File: config.mk
export PLATFORM = sky130hd
export DESIGN_NAME = uart_rx_core
export DESIGN_NICKNAME = d
export VERILOG_FILES = /design/src/rtl/uart_rx_core.sv
export SDC_FILE = /design/constraint.sdc
export NUM_CORES = 1
export LEC_CHECK = 0
export ABC_CLOCK_PERIOD_IN_PS = 3200
export CAP_MARGIN = 30
export CORE_MARGIN = 3
export CORE_UTILIZATION = 35
export DETAILED_ROUTE_END_ITERATION = 12
export GPL_TIMING_DRIVEN = 0
export HOLD_SLACK_MARGIN = 0.08
export SLEW_MARGIN = 30
export SYNTH_ARGS = -nofsm -noshare
export SYNTH_HDL_FRONTEND = slang
export SYNTH_SLANG_ARGS = --single-unit
File: constraint.sdc
create_clock -name clk -period 3.2 [get_ports clk]
set_clock_uncertainty 0.1 [all_clocks]
set_input_delay 0.32 -clock clk [delete_from_list [all_inputs] [get_ports clk]]
set_output_delay 0.32 -clock clk [all_outputs]
set_load 0.01 [all_outputs]
File: src/rtl/uart_rx_core.sv
// Oversampling UART receiver: 2-flop sync, baud tick divider, oversample counter, frame FSM.
// Define UART_RX_PARITY_EN to compile in the parity bit state and checker.
module uart_rx_core #(
   parameter int unsigned DATA_WIDTH = 8,
   parameter int unsigned OVERSAMPLE = 16,
   parameter int unsigned DIV_WIDTH  = 16
) (
   input  logic                  clk,
   input  logic                  reset_b,
   input  logic                  rx,
   input  logic [DIV_WIDTH-1:0]  baud_div,
   input  logic                  parity_odd,
   output logic [DATA_WIDTH-1:0] data_out,
   output logic                  data_valid,
   output logic                  parity_err,
   output logic                  frame_err,
   output logic                  busy
);

   localparam int unsigned OSW = $clog2(OVERSAMPLE);
   localparam int unsigned BCW = $clog2(DATA_WIDTH);
   localparam logic [OSW-1:0] OS_MID  = OSW'(OVERSAMPLE / 2 - 1);
   localparam logic [OSW-1:0] OS_LAST = OSW'(OVERSAMPLE - 1);
   localparam logic [BCW-1:0] BIT_LAST = BCW'(DATA_WIDTH - 1);

   typedef enum logic [2:0] {S_IDLE, S_START, S_DATA, S_PARITY, S_STOP} state_e;

   state_e                state_q, state_d;
   logic                  rx_meta_q, rx_s_q, rx_prev_q;
   logic [DIV_WIDTH-1:0]  div_q, div_d, div_reload;
   logic [OSW-1:0]        os_q, os_d;
   logic [BCW-1:0]        bit_q, bit_d;
   logic [DATA_WIDTH-1:0] shift_q, shift_d;
   logic [DATA_WIDTH-1:0] data_q, data_d;
   logic                  perr_q, perr_d;
   logic                  dv_q, dv_d, pe_q, pe_d, fe_q, fe_d;
   logic                  tick, start_edge, sample;

   always_ff @(posedge clk or negedge reset_b) begin
      if (!reset_b) begin
         rx_meta_q <= 1'b1;
         rx_s_q    <= 1'b1;
         rx_prev_q <= 1'b1;
      end else begin
         rx_meta_q <= rx;
         rx_s_q    <= rx_meta_q;
         rx_prev_q <= rx_s_q;
      end
   end

   always_ff @(posedge clk or negedge reset_b) begin
      if (!reset_b) begin
         state_q <= S_IDLE;
         div_q   <= '0;
         os_q    <= '0;
         bit_q   <= '0;
         shift_q <= '0;
         data_q  <= '0;
         perr_q  <= 1'b0;
         dv_q    <= 1'b0;
         pe_q    <= 1'b0;
         fe_q    <= 1'b0;
      end else begin
         state_q <= state_d;
         div_q   <= div_d;
         os_q    <= os_d;
         bit_q   <= bit_d;
         shift_q <= shift_d;
         data_q  <= data_d;
         perr_q  <= perr_d;
         dv_q    <= dv_d;
         pe_q    <= pe_d;
         fe_q    <= fe_d;
      end
   end

   // baud_div of 0 and 1 both reload to 0, giving a tick every clock
   assign div_reload = (baud_div > DIV_WIDTH'(1)) ? baud_div - DIV_WIDTH'(1) : '0;
   assign tick       = (div_q == '0);
   assign start_edge = (state_q == S_IDLE) && rx_prev_q && !rx_s_q;
   assign sample     = tick && (os_q == OS_LAST);

   always_comb begin
      state_d = state_q;
      div_d   = (start_edge || tick) ? div_reload : div_q - DIV_WIDTH'(1);
      os_d    = tick ? os_q + OSW'(1) : os_q;
      bit_d   = bit_q;
      shift_d = shift_q;
      data_d  = data_q;
      perr_d  = perr_q;
      dv_d    = 1'b0;
      pe_d    = 1'b0;
      fe_d    = 1'b0;
      case (state_q)
         S_IDLE: begin
            if (start_edge) state_d = S_START;
         end
         S_START: begin
            bit_d  = '0;
            perr_d = 1'b0;
            if (tick && (os_q == OS_MID)) state_d = rx_s_q ? S_IDLE : S_DATA;
         end
         S_DATA: begin
            if (sample) begin
               shift_d = {rx_s_q, shift_q[DATA_WIDTH-1:1]};
               bit_d   = bit_q + BCW'(1);
`ifdef UART_RX_PARITY_EN
               if (bit_q == BIT_LAST) state_d = S_PARITY;
`else
               if (bit_q == BIT_LAST) state_d = S_STOP;
`endif
            end
         end
`ifdef UART_RX_PARITY_EN
         S_PARITY: begin
            if (sample) begin
               perr_d  = rx_s_q != (^shift_q ^ parity_odd);
               state_d = S_STOP;
            end
         end
`endif
         S_STOP: begin
            if (sample) begin
               if (rx_s_q) begin
                  data_d = shift_q;
                  dv_d   = 1'b1;
                  pe_d   = perr_q;
               end else begin
                  fe_d   = 1'b1;
               end
               state_d = S_IDLE;
            end
         end
         default: state_d = S_IDLE;
      endcase
      // realigning the oversample phase on every transition keeps each sample mid-bit
      if (state_d != state_q) os_d = '0;
   end

   assign data_out   = data_q;
   assign data_valid = dv_q;
   assign frame_err  = fe_q;
   assign busy       = (state_q != S_IDLE);
`ifdef UART_RX_PARITY_EN
   assign parity_err = pe_q;
`else
   logic unused_parity;
   assign unused_parity = parity_odd ^ pe_q;
   assign parity_err    = 1'b0;
`endif

endmodule
* Yosys cells after proc, flatten, opt, wreduce, memory -nomap -nowiden *
Index checks and enable logic that the tools add are counted.

word-level totals
  register bits after elaboration = 47
  bits of input ports = 20
  output and inout bits = 12
  logic and storage cells = 57

cells by class
  magnitude comparators = 1
  eq/ne operators = 8
  reductions and logical operators = 14
  $add $sub $neg = 4
  muxes and demuxes = 19

operators by type and width
  kind                                                            number
  two-way mux 16 bit                                              2
  subtractor 16 x 1 -> 16 bit, second input constant              2
  two-way mux 3 bit                                               6
  greater-than comparator 16 x 1 -> 1 bit, second input constant  1
  zero test 16 bit                                                1
  one-hot mux 3 bit (4 select lines)                              1
  two-way mux 4 bit                                               2
  == test 3 bit, second input constant                            2
  two-way mux 1 bit                                               6
  one-hot mux 3 bit (2 select lines)                              1
  adder 4 x 1 -> 4 bit, second input constant                     1
  == test 4 x 3 -> 1 bit, second input constant                   1
  == test 4 bit, second input constant                            1
  logical AND 1 bit                                               4
  AND reduction 2 bit                                             2
  nonzero test 2 bit                                              2
  adder 3 x 1 -> 3 bit, second input constant                     1
  == test 3 x 1 -> 1 bit, second input constant                   1
  == test 3 x 2 -> 1 bit, second input constant                   1
  zero test 3 bit                                                 1
  != test 3 bit                                                   1
  AND reduction 3 bit                                             1
  nonzero test 3 bit                                              1
  two-way mux 2 bit                                               1
  3 further kinds                                                 3

* Depth between registers and ports, before layout *
  depth after elaboration = 7
  depth in mapped cells = 8
  gate-level depth less buffers = 7

* Worst setup path before layout *
Ideal clock, no wire load.

  path type = reg2reg
  start = reg div_q[0]
  end = reg data_q[0], in the netlist data_out[0]
  data arrival time = 2.525 ns
  cell stages (with the launch flop) = 8
  setup time = 0.125 ns
  path slack = 0.451 ns
  clock period less this slack = 2.749 ns
  required time = 2.975 ns
  path buffers = 0
  cell sequence = dfrtp_1 -> inv_1 -> ha_1 -> nor3b_1 -> nand3_1 -> or4_4 -> nor3_4 -> mux2_2

on the way
  longest elaborated chain between the ends = 3

ends and longest elaborated chain
  item                           line  text
  from (decl)                    30    logic [DIV_WIDTH-1:0] div_q, div_d, div_reload;
  from (signal assigned)         65    div_q <= div_d;
  zero test 16 bit               79    assign tick = (div_q == '0);
  logical AND 1 bit              81    assign sample = tick && (os_q == OS_LAST);
  AND reduction 3 bit (no line)  n/a
  to (signal assigned)           69    data_q <= data_d;
  to (decl)                      34    logic [DATA_WIDTH-1:0] data_q, data_d;

Every way passes these cells.
A chain may end at the register's enable or synchronous reset.

* Worst setup path after layout *
  start = reg div_q[0]
  end = reg data_q[7], in the netlist data_out[7]

Same word-level chain as after synthesis.

==> summary.txt <==
Outcome
  – Status: finished, final reports clean

Clocking
  – TritonCTS clock tree: yes
  – Clock Latency Late Sink: 300 ps
  – Clock slew seen by the registers of the worst setup and hold paths: 90 ps
  – CTS Buf Count: 5
  – Clock sinks: 47
  – CTS max path bufs: 2
  – Root buffer selected by CTS: clkbuf_8
  – Htree depth: 2

Place
  – Number of port buffers: 29
  – Detailed placer's ending HPWL: 3.52 mm
  – Placed Cells: 372
  – Pre-CTS WS: -5.53 ps
  – Routability cong.: 0.733
  – Placed instance area: 2900 µm²

Logic synthesis
  – Synth Flop Type: dfrtp_1
  – Syn nets: 273
  – Share of the synthesized area in the top cell type: 0.442
  – FF+latch count, synth: 47
  – Post-synth cell types: 40
  – Ys Warns: 0
  – Post-synth EDFFs: 0
  – Syn_area_per_cell: 10.1 µm²
  – Post-synth top area cell: dfrtp_1
  – FFs w/ async S/R, synth: 1.00
  – Mapped Area: 2490 µm²
  – Sequential fraction of the synthesis area: 0.473
  – Synthesized instance count: 247
  – Top cells by area, synth: dfrtp_1 (44%), mux2_2 (7.7%), xnor2_1 (6.7%)

Finish
  – Layout Nets: 310
  – Share of cells above drive strength 1: 0.140
  – Final Instance Area: 3020 µm²
  – Ant. Diodes: 0
  – Area Overhead vs Synth: 21.2%
  – Fillers: 683
  – Non-filler cells, final: 381

Detailed routing
  – Post-DRT Antenna Nets: 0
  – Drt via density: 4.88
  – Routed WL per cell: 12.3 µm
  – Detailed-route via count: 1858
  – Final wirelength: 4.68 mm
  – Initial drt markers: 88
  – DRC viols: 0
  – Drt pass-1 iters: 4

Power and ir drop
  – Total power: 1.52 mW
  – Worst vdd ir: 0.234 mV
  – Static Leakage: 1.21 nW
  – Pwr Density: 502 nW/µm²

Floorplanning
  – Std-Cell Rows: 30
  – Die area: 8170 µm²
  – # IOs: 32
  – Initial Utilization: 0.365
  – Width of the die: 90.4 µm
  – Core ar.: 6830 µm²
  – Die Ht: 90.4 µm

Hold path
  – Worst hold path class: reg -> reg

STA
  – Hold Fails Final Rpt: 0
  – Final min period: 2920 ps
  – Worst setup margin: 283 ps
  – Max Slew Vio Count: 0
  – Min Hold Slack: 259 ps
  – Setup-failing EPs final: 0
  – Tcrit/Tclk final: 0.911
  – Least-Margin Pin Slew: 678 ps
  – FMAX: 0.343 GHz
  – RSZ-0062 raised after global routing: no
  – Headroom to the max-slew limit: 0.547

Global route
  – GRT Overall Usage: 0.122
  – GRT Residual Overflow: 0
  – Initial antenna violation count: 0
  – First-pass GRT wire length: 8.28 mm
  – Vias in the first global route: 1846
  – Largest net degree at the start of global routing: 48

Setup path
  – Crit. End Element: register
  – CP Class: reg -> reg
  – CP max FO: 8
  – CP arrival: 3000 ps
  – CP required: 3290 ps
  – Critical Path Source Type: register

Job
  – Max Cap Violations: 0
[synth_stat cells, types with 6 or more instances]
cell type and count:
dfrtp_1 44, nand3_1 22, xnor2_1 19, nand2_1 18, o21ai_0 18, mux2_2 17
nor2_1 17, nor4_1 11, nor3_1 8, clkbuf_1 7, xor2_1 7, a21oi_1 6
ha_1 6, inv_1 6
[path summary, 6_finish.rpt]
kind	from	to	slack (ps)	depth (start not counted)
max	div_q[0]	data_out[7]	280	7
min	rx_meta_q	rx_s_q	260	0
max reg2reg	div_q[0]	data_out[7]	280	7
min reg2reg	rx_meta_q	rx_s_q	260	0
max in group asynchronous	reset_b	os_q[1]	2150	2
min in group asynchronous	reset_b	state_q[2]	450	2
[state kept, by name, indices dropped and copies added (netlist names), 3 cells and up]
register  count
div_q        16
data_out      8
shift_q       8
os_q          4
bit_q         3
state_q       3
[critical path: stages (launching register included)]
cell and delay (ps):
dfrtp_1 420, inv_1 70, ha_1 170, nor3b_2 340, nand3_1 290, or4_4 620
nor3_4 410, mux2_2 390
[repair_timing]
action	4_1_cts	5_1_grt
setup endpoints to repair	8	0
hold endpoints to repair	44	0
buffers inserted	0	0
gates resized for setup	1	0
hold buffers	1	0
[stage by stage]
step                      setup TNS [ps]   util
final                                  0  0.442
after global routing                   0  0.442
after CTS                              0  0.440
after detailed placement           -5.53  0.425
after global placement                 0  0.425
after floorplan                        0      -
[logic make-up after synthesis]
group	Yosys count	synth area share
simple gates	99	0.215
flops	47	0.473
compound gates	34	0.0793
xor+xnor	26	0.0914
mux	19	0.0848
buf+inv	15	0.0246
fa+ha+maj	6	0.0301
other cells	1	0.00150
[per-layer routing]
metal / vias to the layer above / global-route usage / wire length (µm)
met3: 6 / 0.0233 / 176
met4: 0 / 0.0421 / 71
met1: 853 / 0.151 / 2230
met5: - / 0 / 0
met2: 40 / 0.212 / 2190
li1: 959 / - / -
[report_power, final]
group          internal (mW)  total, mW  leakage, nW  switching, mW
combinational          0.172      0.346        0.560          0.174
sequential             0.701      0.807        0.611          0.107
clock                  0.156      0.364       0.0408          0.207
[area by class of cell]
| class | count | area [µm²] | share of cell area |
|---|---|---|---|
| clock buffer | 5 | 68.8 | 0.0228 |
| sequential | 47 | 1180 | 0.391 |
| inverter | 6 | 22.5 | 0.00746 |
| buffer | 9 | 38.8 | 0.0128 |
| multi-input combinational | 185 | 1270 | 0.420 |
| tap | 96 | 120 | 0.0398 |
| timing repair buffer | 30 | 298 | 0.0986 |
| clock inverter | 3 | 23.8 | 0.00787 |
[cells in the final DEF, fill, tap and decap left out, drive strengths merged, types with 7 or more instances in the layout]
master,count
clkbuf,12
clkdlybuf4s50,28
dfrtp,44
inv,7
mux2,17
nand2,18
nand3,22
nor2,17
nor3,9
nor4,12
o21ai,19
xnor2,19
xor2,7
(Power assumes the default switching activity.)
